## src/rtl/seg_pkg.sv

```systemverilog
// ---------------------------------------------------------------------------
// seg_pkg
// Shared definitions for the 7-segment display blocks.
//   SEG_HEX_LUT  : hex digit -> {g,f,e,d,c,b,a} segment code (active high)
//   SEG_DOT_BIT  : bit position of the decimal point in an 8-bit segment bus
//   seg_entry_t  : one digit register entry {dot, hex}
//   onehot()     : 16-bit one-hot of an index, zero when the index is >= n
// ---------------------------------------------------------------------------
package seg_pkg;

  // Indexed by the hex value; element 0 is the code for digit 0.
  localparam logic [15:0][6:0] SEG_HEX_LUT = {
    7'h71, 7'h7b, 7'h5e, 7'h58,   // F E d c
    7'h7c, 7'h5f, 7'h6f, 7'h7f,   // b A 9 8
    7'h27, 7'h7d, 7'h6d, 7'h66,   // 7 6 5 4
    7'h4f, 7'h5b, 7'h06, 7'h3f    // 3 2 1 0
  };

  localparam int SEG_DOT_BIT = 7;

  typedef struct packed {
    logic       dot;
    logic [3:0] hex;
  } seg_entry_t;

  // Returned wide so callers with any digit count up to 16 can slice it.
  function automatic logic [15:0] onehot(input logic [31:0] idx,
                                         input logic [31:0] n);
    logic [15:0] r;
    r = '0;
    if ((idx < n) && (idx < 32'd16)) begin
      r[idx[3:0]] = 1'b1;
    end
    return r;
  endfunction

endpackage

```

## src/rtl/seg_scan_driver_if.sv

```systemverilog
// ---------------------------------------------------------------------------
// seg_scan_driver_if
// Write bus into the digit register file of seg_scan_driver.
//   wr_en   : write strobe
//   wr_addr : digit index to write ($clog2(NUM_DIGITS) bits)
//   wr_data : hex value for that digit
//   wr_dot  : decimal point for that digit
// master drives the bus (board register logic), slave receives it (driver).
// ---------------------------------------------------------------------------
interface seg_scan_driver_if #(
  parameter int NUM_DIGITS = 8
);
  localparam int AW = $clog2(NUM_DIGITS);

  logic          wr_en;
  logic [AW-1:0] wr_addr;
  logic [3:0]    wr_data;
  logic          wr_dot;

  modport master (
    output wr_en,
    output wr_addr,
    output wr_data,
    output wr_dot
  );

  modport slave (
    input wr_en,
    input wr_addr,
    input wr_data,
    input wr_dot
  );

endinterface

```

## src/rtl/seg_scan_driver_hex_decode.sv

```systemverilog
// ---------------------------------------------------------------------------
// seg_hex_decode
// Combinational hex to 7-segment decoder, active-high segment codes.
//   hex : 4-bit hex digit in
//   seg : {g,f,e,d,c,b,a} out
// ---------------------------------------------------------------------------
module seg_hex_decode
  import seg_pkg::*;
(
  input  logic [3:0] hex,
  output logic [6:0] seg
);

  assign seg = SEG_HEX_LUT[hex];

endmodule

```

## src/rtl/seg_scan_driver.sv

```systemverilog
// ---------------------------------------------------------------------------
// seg_scan_driver
// Time-multiplexed driver for a multi-digit 7-segment display.
// A register file of hex digits (plus dots) is written over a simple bus and
// scanned one digit per SCAN_DIV clocks, with DEAD_CYC blank cycles at the
// start of each slot to avoid ghosting, and optional leading-zero blanking.
//   clk, rst  : clock, asynchronous active-high reset
//   wr        : register file write bus (slave side)
//   digit_en  : per-digit enable, 0 keeps that common inactive
//   lz_blank  : 1 enables leading-zero blanking
//   seg_d     : {dot,g,f,e,d,c,b,a}, registered, polarity per SEG_ACT_HIGH
//   seg_com   : one-hot digit select, registered, polarity per COM_ACT_HIGH
//   scan_tick : one-cycle pulse in the first cycle of a new scan index
// ---------------------------------------------------------------------------
module seg_scan_driver
  import seg_pkg::*;
#(
  parameter int NUM_DIGITS   = 8,
  parameter int SCAN_DIV     = 1000,
  parameter int DEAD_CYC     = 2,
  parameter bit SEG_ACT_HIGH = 1'b1,
  parameter bit COM_ACT_HIGH = 1'b1
) (
  input  logic                  clk,
  input  logic                  rst,
  seg_scan_driver_if.slave      wr,
  input  logic [NUM_DIGITS-1:0] digit_en,
  input  logic                  lz_blank,
  output logic [7:0]            seg_d,
  output logic [NUM_DIGITS-1:0] seg_com,
  output logic                  scan_tick
);

  localparam int AW = $clog2(NUM_DIGITS);
  localparam int CW = (SCAN_DIV > 1) ? $clog2(SCAN_DIV) : 1;

  localparam logic [CW-1:0]         CNT_LAST = CW'(SCAN_DIV - 1);
  localparam logic [AW-1:0]         IDX_LAST = AW'(NUM_DIGITS - 1);
  localparam logic [7:0]            SEG_OFF  = SEG_ACT_HIGH ? 8'h00 : 8'hFF;
  localparam logic [NUM_DIGITS-1:0] COM_OFF  = COM_ACT_HIGH ? {NUM_DIGITS{1'b0}}
                                                            : {NUM_DIGITS{1'b1}};

  seg_entry_t            entries [NUM_DIGITS];
  logic [CW-1:0]         cnt;
  logic [AW-1:0]         idx;
  logic                  wr_hit;
  seg_entry_t            cur;
  logic [6:0]            seg_raw;
  logic [NUM_DIGITS-1:0] hex_zero;
  logic [NUM_DIGITS-1:0] lt_mask;
  logic                  blank;
  logic                  com_live;
  logic [15:0]           oh_full;
  logic [7:0]            seg_next;
  logic [NUM_DIGITS-1:0] com_next;

  // Out-of-range addresses (non power-of-two digit counts) are dropped.
  assign wr_hit = wr.wr_en && (int'(wr.wr_addr) < NUM_DIGITS);

  always_ff @(posedge clk or posedge rst) begin
    if (rst) begin
      for (int i = 0; i < NUM_DIGITS; i++) begin
        entries[i] <= '0;
      end
    end else if (wr_hit) begin
      entries[wr.wr_addr] <= '{dot: wr.wr_dot, hex: wr.wr_data};
    end
  end

  // Prescaler and scan index; the tick lands in the first cycle of the new index.
  always_ff @(posedge clk or posedge rst) begin
    if (rst) begin
      cnt       <= '0;
      idx       <= '0;
      scan_tick <= 1'b0;
    end else if (cnt == CNT_LAST) begin
      cnt       <= '0;
      idx       <= (idx == IDX_LAST) ? '0 : idx + AW'(1);
      scan_tick <= 1'b1;
    end else begin
      cnt       <= cnt + CW'(1);
      scan_tick <= 1'b0;
    end
  end

  assign cur = entries[idx];

  seg_hex_decode u_hex_decode (
    .hex (cur.hex),
    .seg (seg_raw)
  );

  // A digit is a leading zero when it and every digit above it hold zero:
  // every bit not below idx must be a zero digit.
  for (genvar g = 0; g < NUM_DIGITS; g++) begin : g_digit
    assign hex_zero[g] = (entries[g].hex == 4'h0);
    assign lt_mask[g]  = (AW'(g) < idx);
  end

  assign blank = lz_blank && (idx != '0) && (&(hex_zero | lt_mask));

  // Next output word; blanking only clears a..g, the dot stays visible.
  always_comb begin
    seg_next = '0;
    com_next = '0;
    oh_full  = onehot(32'(idx), 32'(NUM_DIGITS));
    com_live = (int'(cnt) >= DEAD_CYC) && digit_en[idx];

    seg_next[SEG_DOT_BIT] = cur.dot;
    seg_next[6:0]         = blank ? 7'h00 : seg_raw;
    if (com_live) begin
      com_next = oh_full[NUM_DIGITS-1:0];
    end
  end

  always_ff @(posedge clk or posedge rst) begin
    if (rst) begin
      seg_d   <= SEG_OFF;
      seg_com <= COM_OFF;
    end else begin
      seg_d   <= SEG_ACT_HIGH ? seg_next : ~seg_next;
      seg_com <= COM_ACT_HIGH ? com_next : ~com_next;
    end
  end

endmodule

```

## src/flat_wrapper.sv

```systemverilog
// flat-port wrapper written by rule: the top's interface ports become plain ports
module seg_scan_driver_flat import seg_pkg::*;
#(
  parameter int NUM_DIGITS   = 8,
  parameter int SCAN_DIV     = 1000,
  parameter int DEAD_CYC     = 2,
  parameter bit SEG_ACT_HIGH = 1'b1,
  parameter bit COM_ACT_HIGH = 1'b1
)
  (clk, rst, digit_en, lz_blank, seg_d, seg_com, scan_tick, wr_wr_en, wr_wr_addr, wr_wr_data, wr_wr_dot);
  seg_scan_driver_if #(.NUM_DIGITS(NUM_DIGITS)) wr_i ();
  input  logic clk;
  input  logic rst;
  input  logic [NUM_DIGITS-1:0] digit_en;
  input  logic lz_blank;
  output logic [7:0] seg_d;
  output logic [NUM_DIGITS-1:0] seg_com;
  output logic scan_tick;
  input wire logic [$bits(wr_i.wr_en)-1:0] wr_wr_en;
  input wire logic [$bits(wr_i.wr_addr)-1:0] wr_wr_addr;
  input wire logic [$bits(wr_i.wr_data)-1:0] wr_wr_data;
  input wire logic [$bits(wr_i.wr_dot)-1:0] wr_wr_dot;
  assign wr_i.wr_en = wr_wr_en;
  assign wr_i.wr_addr = wr_wr_addr;
  assign wr_i.wr_data = wr_wr_data;
  assign wr_i.wr_dot = wr_wr_dot;
  seg_scan_driver #(.NUM_DIGITS(NUM_DIGITS), .SCAN_DIV(SCAN_DIV), .DEAD_CYC(DEAD_CYC), .SEG_ACT_HIGH(SEG_ACT_HIGH), .COM_ACT_HIGH(COM_ACT_HIGH)) u_core (.clk(clk), .rst(rst), .wr(wr_i), .digit_en(digit_en), .lz_blank(lz_blank), .seg_d(seg_d), .seg_com(seg_com), .scan_tick(scan_tick));
endmodule
```

## config.mk

```make
export PLATFORM = sky130hd
export DESIGN_NAME = seg_scan_driver_flat
export DESIGN_NICKNAME = d
export VERILOG_FILES = /design/src/rtl/seg_pkg.sv /design/src/rtl/seg_scan_driver_if.sv /design/src/rtl/seg_scan_driver_hex_decode.sv /design/src/rtl/seg_scan_driver.sv /design/src/flat_wrapper.sv
export SDC_FILE = /design/constraint.sdc
export NUM_CORES = 1
export LEC_CHECK = 0
export BUFFER_PORTS_ARGS = -buffer_cell sky130_fd_sc_hd__buf_2
export CAP_MARGIN = 20
export CORE_ASPECT_RATIO = 0.6
export CORE_MARGIN = 1.5
export CORE_UTILIZATION = 40
export DETAILED_ROUTE_END_ITERATION = 12
export SYNTH_ARGS = -nofsm -noshare
export SYNTH_HDL_FRONTEND = slang
export SYNTH_SLANG_ARGS = --single-unit
```

## constraint.sdc

```tcl
create_clock -name clk -period 2.7 [get_ports clk]
set_input_delay 0.135 -clock clk [delete_from_list [all_inputs] [get_ports clk]]
set_output_delay 0.135 -clock clk [all_outputs]
set_load 0.01 [all_outputs]
```

Yosys cells after proc, flatten, opt, wreduce, memory -nomap -nowiden
Memory sizes are Yosys's and may differ from the RTL's. Cells that the tools add are included.

RAM bits: 0. Word-level logic and storage cells: 76. Bits in latches: 0. Output and inout bits: 17. Memories: 1. Bits in read-only memories: 112. Register bits: 70. Input port bits: 20.

Order comparisons: 16. Bitwise gates (word level): 3. Multiply operators: 0. Reductions and logical operators: 15. Equal/unequal tests: 2. Divide/modulo/power cells: 0. Multiplexer cells: 16. $add $sub $neg: 2. Shifts and indexed selects: 0.

Memory list: (name not given) (depth 16, width 7, read ports 1, clocked after memory_dff 0, wr ports 0, RTL line seg_scan_driver_hex_decode.sv:14) `assign seg = SEG_HEX_LUT[hex];`.

Operator list (number): 40-bit bitwise mux (1); 4-bit logical NOT (8); 5-bit binary-select mux with 3-bit select (1); 5-bit demux with 3-bit select (1); 5-bit 2-to-1 mux (3); 7-bit 2-to-1 mux (2); 3-bit < comparator (first input constant) (4); 10-bit by 1-bit adder with 10-bit output (second input constant) (1); 10-bit equality test (second input constant) (1); 10-bit by 2-bit greater-or-equal comparator with 1-bit output (second input constant) (1); 10-bit 2-to-1 mux (1); 4-bit greater-or-equal comparator (second input constant) (2); 8-bit 2-to-1 mux (1); 3-bit NOT with 4-bit output (2); 8-bit OR (1); 8-bit AND reduction (1); 1-bit by 3-bit < comparator with 1-bit output (first input constant) (2); 2-bit by 3-bit < comparator with 1-bit output (first input constant) (2); 1-bit logical AND (5); 3-bit by 5-bit < comparator with 1-bit output (second input constant) (1); 4-bit by 5-bit < comparator with 1-bit output (second input constant) (1); 3-bit by 4-bit < comparator with 1-bit output (second input constant) (1); 4-bit by 1-bit < comparator with 1-bit output (second input constant) (1); 3-bit by 1-bit adder with 3-bit output (second input constant) (1); 7 further kinds (9).

Longest topological paths before layout
Gate-level depths: netlist of run 1.

Depth in word-level cells: 7. Depth in mapped cells: 10. Depth with buffers taken out: 8.

Modules after synthesis
A second synthesis of run 1 with hierarchy kept.

Cells, all modules: 291. Area, all modules: 3465.8 µm².

By module, submodules not included: seg_scan_driver (instances 1, cells each 254, area each 3213.1 µm², sequential area each 1751.7 µm²); seg_hex_decode (instances 1, cells each 37, area each 252.7 µm², sequential area each 0.0 µm²).

Worst setup path before layout of run 1
OpenSTA, ideal clock, no wires.

Path type: reg-to-reg. Start point: reg u_core.idx[0]. End point: reg u_core.seg_d[5]. Stages on the path, launching flop included: 9. Slack: 396 ps. Buffers on the path: 2. Clock period less this slack: 2304 ps. Required time: 2606 ps. Library setup time: 94 ps. Arrival: 2210 ps. Cells stage by stage: dfrtp_1 -> buf_6 -> buf_2 -> mux4_2 -> mux2i_1 -> inv_1 -> ha_1 -> o211a_1 -> a211oi_1.

Longest elaborated chain between the ends: 7. Elaborated cells between the ends (all ways): 20. Those cells by class: order compare: 8; mux: 5; bitwise: 2; reduce/logical: 4; memory: 1.

Ends and longest elaborated chain: from (decl) (RTL line seg_scan_driver.sv:45) `logic [AW-1:0] idx;`; from (signal assigned) (RTL line seg_scan_driver.sv:78) `idx <= (idx == IDX_LAST) ? '0 : idx + AW'(1);`; 3-bit NOT with 4-bit output (not written as such) (RTL line seg_scan_driver.sv:86) `assign cur = entries[idx];`; 5-bit binary-select mux with 3-bit select (RTL line seg_scan_driver.sv:86); 5-bit 2-to-1 mux (not written as such) (2 in a row) (RTL line seg_scan_driver.sv:86); memory read 16 x 7 bit; 7-bit 2-to-1 mux (not written as such) (RTL line seg_scan_driver_hex_decode.sv:14); 7-bit 2-to-1 mux (*) (RTL line seg_scan_driver.sv:110) `seg_next[6:0] = blank ? 7'h00 : seg_raw;`; via u_core.seg_next[5] (RTL line seg_scan_driver.sv:54) `logic [7:0] seg_next;`; to (signal assigned) (RTL line seg_scan_driver.sv:121) `seg_d <= SEG_ACT_HIGH ? seg_next : ~seg_next;`; to (decl) (RTL line seg_scan_driver.sv:29) `output logic [7:0] seg_d,`.

The timed path passes the listed nets; every way through them passes the cells marked *. The select of a mux whose other input is x is not followed. A chain may end at the register's enable or synchronous reset.

Final worst setup path of run 1
Start point: reg u_core.idx[0]. End point: reg u_core.seg_d[4].

The elaborated chain is that of the path after synthesis.

==> metrics, run 1 <==
post-synth cell types 44; sequential share of the synthesized area 0.513; final hold vios 0; Seq cells post-synth 70; Place WS roughly 0.33 ns; placed cell count approximately 400; reg2reg start u_core.idx[0]$_DFFE_PP0N_; cts repair resizes 0; first-pass iteration count of the detailed router 4; first-pass GRT wire length approximately 12000 um; total gr overflow 0; Post-Route WL 7380 um; Non-Filler Instances 428; worst clock skew between 0.006 and 0.007 ns; Antenna Violating Nets Remaining 0; r2r worst-path depth 6; Initial Util 0.423; reg2reg end u_core.seg_d[4]$_DFF_PP0_; CTS tree yes; Mapped Avg Cell Area 12.9 um2; Rows 25; maxcap violations 0; layout cell share with drive strength beyond 1 0.372; clock buffer count from CTS 9; Slew Limit Fails 0; antenna violations before repair 0; Filler Cell Count 733; reg-to-reg setup timing slack about 0.35 ns; hold crit path type in -> reg; gpl congestion 0.856; Crit Path Class reg -> reg; Die Ht approximately 75 um; EDFF count, synth 0; area delta synth->final 19.6%; vias per std cell 5.38; Peak VDD IR 427 uV; vias in the first global route approximately 2200; via count roughly 2300; Die ar. 9120 um2; Tcrit/Tclk final 0.869; DRC violations left 0; CP endpoint kind flip-flop; Worst slew margin 0.504; setup TNS 0 ns; maximum fanout along the worst path 9; clock-pin slew on the worst setup and hold paths ~0.060 ns; final design utilization 0.506; yosys warns 0; clock period minus worst slack about 2.3 ns; Crit-path slowest cell dfrtp_1; DR WL/cell 17.2 um; Die Wd about 120 um; I/O pin cnt 37; Final setup viols 0; RSZ-0062 raised after global routing false; hold path endpoint u_core.entries[4]$_DFFE_PP0P_; hold depth 2; Mapped Cells ~270; H-tree Lvls 3; Max Fclk approximately 430 MHz; dpl hpwl 5270 um; clk_lat worst skew 0.33 ns; CP cell instances mux4_2, nand2_1, o211ai_1, ha_1, mux2_2, a211oi_1; PwrDens ~750 nW/um2; most common flop cell mapped by yosys dfrtp_1; slew at the pin closest to its max-slew limit 0.738 ns; Buffers on Ports 36; crit-path max cell delay around 0.64 ns; worst hold start wr_wr_dot; Required @ worst endpoint around 3.0 ns; setup ws final between 0.3 and 0.4 ns; pin count of the biggest net entering global routing 40; GRT Overall Usage 0.182; synthesized area 3410 um2; clk buf depth 2; status finished, final reports clean; Clock Sinks 70; P_leak roughly 1.8 nW; antenna cells 0; syn nets ~290; clk root buf clkbuf_16; Iteration-0 DRC Markers 130; core box area 8070 um2; Critical Path Source Type flip-flop; Post-synth ARST share 1.00; critical path arrival roughly 2.6 ns; nets around 340
==> layout make-up <==
cell class	count	area (um2)	share of cell area
multi-input cells	179	1580	0.387
inverters	7	26.3	0.00644
flip-flops and latches	70	1750	0.429
clock buffers	13	260	0.0637
repair buffers	48	285	0.0699
clock inverters	3	42.5	0.0104
well taps	108	135	0.0331
==> worst max-delay path by stage <==
stage	start	to	slack, ns	cells after the start
finish	u_core.idx[0]$_DFFE_PP0N_	u_core.seg_d[4]$_DFF_PP0_	0.35	6
CTS	u_core.idx[0]$_DFFE_PP0N_	u_core.seg_d[3]$_DFF_PP0_	0.33	8
detailed placement	u_core.idx[0]$_DFFE_PP0N_	u_core.seg_d[1]$_DFF_PP0_	0.33	9
global placement	u_core.idx[0]$_DFFE_PP0N_	u_core.seg_d[3]$_DFF_PP0_	0.39	8
floorplan	u_core.idx[0]$_DFFE_PP0N_	u_core.seg_d[5]$_DFF_PP0_	0.40	8
global route	u_core.idx[0]$_DFFE_PP0N_	u_core.seg_d[1]$_DFF_PP0_	0.09	8
==> cells in the mapped netlist (2+ instances only) <==
master,count,share of area
nor2b_1,2,0.0037
ha_1,9,0.033
mux2_2,43,0.14
nor4_1,9,0.016
buf_1,2,0.0022
mux4_2,9,0.059
dfrtp_1,70,0.51
mux2i_1,9,0.026
nand2_1,13,0.014
nor2_1,22,0.024
nand3_1,4,0.0059
xor2_1,4,0.010
buf_6,2,0.0066
o21ai_0,6,0.0088
inv_1,7,0.0077
nand4_1,3,0.0055
nor3b_1,3,0.0066
a211oi_1,5,0.011
o21a_1,2,0.0044
xnor2_1,3,0.0077
buf_2,5,0.0073
a31oi_1,2,0.0037
nand4b_1,3,0.0077
nand2b_1,3,0.0055
nor3_1,6,0.0088
==> power breakdown <==
part / internal, W / total, W / leakage, nW / switching, W
clock: 0.000764 / 0.00120 / 0.146 / 0.000432
sequential: 0.00122 / 0.00135 / 0.856 / 0.000125
combinational: 0.000280 / 0.000515 / 0.779 / 0.000235
==> registers in the layout (all words and copies together) (netlist names) <==
signal            cells
u_core.entries       40
u_core.seg_com        8
u_core.idx            3
u_core.seg_d          8
u_core.cnt           10
u_core.scan_tick      1
==> metal layers <==
layer / routed length [um] / GRT usage / up-vias
met5: 0 / 0 / -
met4: 89 / 0.0543 / 0
met3: 485 / 0.0652 / 11
met2: 2770 / 0.235 / 65
met1: 4030 / 0.281 / 1146
li1: - / - / 1080
==> what timing repair did <==
item                                   CTS  global route
hold buffers                             1             0
setup buffers                            0             0
endpoints found under the hold margin   31             0
==> logic make-up (layout without fill, tap and decap cells) <==
family | count (synthesis) | after routing | synth area share
adders and majority gates | 9 | 9 | 0.0330
buffers and inverters | 16 | 71 | 0.0238
muxes | 63 | 63 | 0.242
AOI/OAI and AO/OA | 24 | 24 | 0.0498
and+or+nand+nor | 76 | 76 | 0.121
xor gates and xnor gates | 7 | 7 | 0.0180
DFF | 70 | 70 | 0.513
==> through the flow <==
step / area [um2] / hold WS, ns / total power (W)
finish: 4080 / 0.154 / 0.00306
global route: 4080 / 0.180 / 0.00320
CTS: 4080 / 0.144 / 0.00309
detailed placement: 3770 / 0.277 / 0.00188
global placement: 3770 / 0.276 / 0.00187
floorplan: 3410 / 0.286 / 0.00169
==> layout by cell type (no fill, tap or decap), types with 3 or more instances in the layout <==
| cell | count |
|---|---|
| dfrtp_1 | 70 |
| mux2_2 | 43 |
| buf_2 | 36 |
| nor2_1 | 22 |
| nand2_1 | 13 |
| buf_4 | 10 |
| mux4_2 | 9 |
| mux2i_1 | 9 |
| nor4_1 | 9 |
| ha_1 | 9 |
| clkbuf_16 | 9 |
| nor3_1 | 6 |
| inv_1 | 6 |
| o21ai_0 | 6 |
| a211oi_1 | 5 |
| xor2_1 | 4 |
| nand3_1 | 4 |
| nand2b_1 | 3 |
| nor3b_1 | 3 |
| nand4b_1 | 3 |
| nand4_1 | 3 |
| xnor2_1 | 3 |
==> critical path, delay by kind of cell, from the launching register on <==
kind / cells / cell delay, ns
mux: 2 / 0.85
flops: 1 / 0.64
compound gates: 2 / 0.38
fa+ha+maj: 1 / 0.29
simple gates: 1 / 0.08
No activity file was read; power rests on OpenSTA's default activity.
==> run 2, diff against run 1 <==
==> constraint.sdc (replaced) <==
create_clock -name clk -period 2.3 [get_ports clk]
set_input_delay 0.115 -clock clk [delete_from_list [all_inputs] [get_ports clk]]
set_output_delay 0.115 -clock clk [all_outputs]
set_load 0.01 [all_outputs]
==> metrics, run 2 (synthesis gave the netlist of run 1 again) <==
status finished, final reports clean; Iteration-0 DRC Markers approximately 220; Die ar. between 9000 and 10000 um2; DR WL/cell roughly 17 um; area delta synth->final 21.0%; hold crit path type in -> reg; reg-to-reg setup timing slack approximately 0.14 ns; Clock power frac 0.387; P_leak 1.81 nW; CP cell instances buf_4, mux4_1, mux2i_4, mux2_2, a211oi_1; setup TNS 0 ns; most common cell after layout, fill and taps aside dfrtp_1; Required @ worst endpoint roughly 2.5 ns; Slew Limit Fails 0; dpl hpwl about 5400 um; Die Wd ~120 um; Tcrit/Tclk final 0.938; Max Fclk roughly 460 MHz; RSZ-0062 raised after global routing false; clock-pin slew on the worst setup and hold paths about 0.050 ns; vias in the first global route approximately 2300; commonest non-fill, non-tap cells in the layout dfrtp_1 (69), mux2_2 (43), buf_2 (36), nor2_1 (22), buf_4 (16); first-pass GRT wire length 12200 um; internal power consumption between 0.002 and 0.003 W; Top delay family on crit path multiplexers; I/O pin cnt 37; vias per std cell around 5.2; maximum fanout along the worst path 9; Sequential Power Share 0.445; Critical Path Source Type flip-flop; Peak VDD IR approximately 440 uV; Antenna Violating Nets Remaining 0; most flop-heavy register u_core.entries; Worst slew margin 0.493; pin count of the biggest net entering global routing between 40 and 50; worst hold slack 0.136 ns; number of flip-flops in the largest register 40; PwrDens a little under 900 nW/um2; Initial Util 0.423; clock period minus worst slack 2.16 ns; DRC violations left 0; H-tree Lvls 3; Power, Total roughly 0.0036 W; antenna cells 0; Switching Share 0.256; clk buf depth 2; Crit Path Class reg -> reg; largest registers u_core.entries x40, u_core.cnt x10; first-pass iteration count of the detailed router 4; core box area 8070 um2; final hold vios 0; Net Sw Power 0.000917 W; Crit-path slowest cell mux4_1; Logic pwr share 0.168; clk_lat worst skew roughly 0.33 ns; Clock Sinks 70; antenna violations before repair 0; layout cell share with drive strength beyond 1 0.390; Final setup viols 0; CP endpoint kind flip-flop; nets 350; worst clock skew around 0.0084 ns; clock buffer count from CTS 9; Buffers on Ports 36; Rows 25; Post-Route WL between 7000 and 8000 um; GRT Overall Usage 0.185; critical path arrival between 2 and 2.5 ns; gpl congestion slightly above 0.9; maxcap violations 0; final design utilization 0.512; CP bufs+invs 1; clk root buf clkbuf_16; slew at the pin closest to its max-slew limit 0.755 ns; CTS tree yes; crit-path max cell delay 0.60 ns; total gr overflow 0; via count between 2000 and 2500; Die Ht approximately 75 um
run 2: changes by cell type in the layout (fill, tap and decap cells not counted), sizes merged:
cell / delta
buf: +6
run 2: final cells by class:
cell class / instances / area, um2
clock inverters: 3 / 42.5
inverters: 7 / 26.3
fillers: 728 / 3940
multi-input cells: 179 / 1590
well taps: 108 / 135
flip-flops and latches: 70 / 1750
clock buffers: 13 / 260
repair buffers: 54 / 330
run 2: metal layers:
metal	wire length (um)	GRT usage	vias up
met5	0	0	-
li1	-	-	1089
met4	49	0.0504	0
met1	3840	0.275	1100
met3	624	0.0736	4
met2	2870	0.248	80
run 2: worst register-to-register path: cells and delay by family (launching register included):
| kind | cells | cell delay [ns] |
|---|---|---|
| flops | 1 | 0.48 |
| mux | 3 | 1.19 |
| compound gates | 1 | 0.24 |
| buf+inv | 1 | 0.16 |
run 2: repair_timing:
action	CTS	global route
endpoints found under the hold margin	26	0
gates resized for setup	0	1
setup buffers	0	1
endpoints found under the setup margin	0	12
hold buffers	1	0
run 2: path summary, 6_finish.rpt:
kind / startpoint / end / depth (start not counted)
worst min register to register: u_core.cnt[0]$_DFF_PP0_ / u_core.cnt[0]$_DFF_PP0_ / 1
min in group asynchronous: rst / u_core.cnt[0]$_DFF_PP0_ / 3
worst max-delay path: u_core.idx[0]$_DFFE_PP0N_ / u_core.seg_d[4]$_DFF_PP0_ / 5
worst max register to register: u_core.idx[0]$_DFFE_PP0N_ / u_core.seg_d[4]$_DFF_PP0_ / 5
worst min-delay path: wr_wr_dot / u_core.entries[4]$_DFFE_PP0P_ / 2
max in group asynchronous: rst / u_core.idx[0]$_DFFE_PP0N_ / 4
run 2: power by group through the flow:
stage                     logic, W  registers [W]  clock network, W
after floorplan           0.000416        0.00157                 0
after global placement    0.000593        0.00161                 0
after detailed placement  0.000606        0.00161                 0
after CTS                 0.000608        0.00159           0.00143
after global routing      0.000674        0.00162           0.00148
final                     0.000602        0.00159           0.00139
run 2: through the flow:
| stage | worst slack, ns | cells | area [um2] |
|---|---|---|---|
| 2_1_floorplan | 0.0350 | 265 | 3420 |
| 3_3_place_gp | 0.0952 | 416 | 3810 |
| 3_5_place_dp | 0.0362 | 416 | 3810 |
| 4_1_cts | 0.0103 | 433 | 4120 |
| 5_1_grt | 0.00120 | 434 | 4130 |
| 6_report | 0.142 | 434 | 4130 |
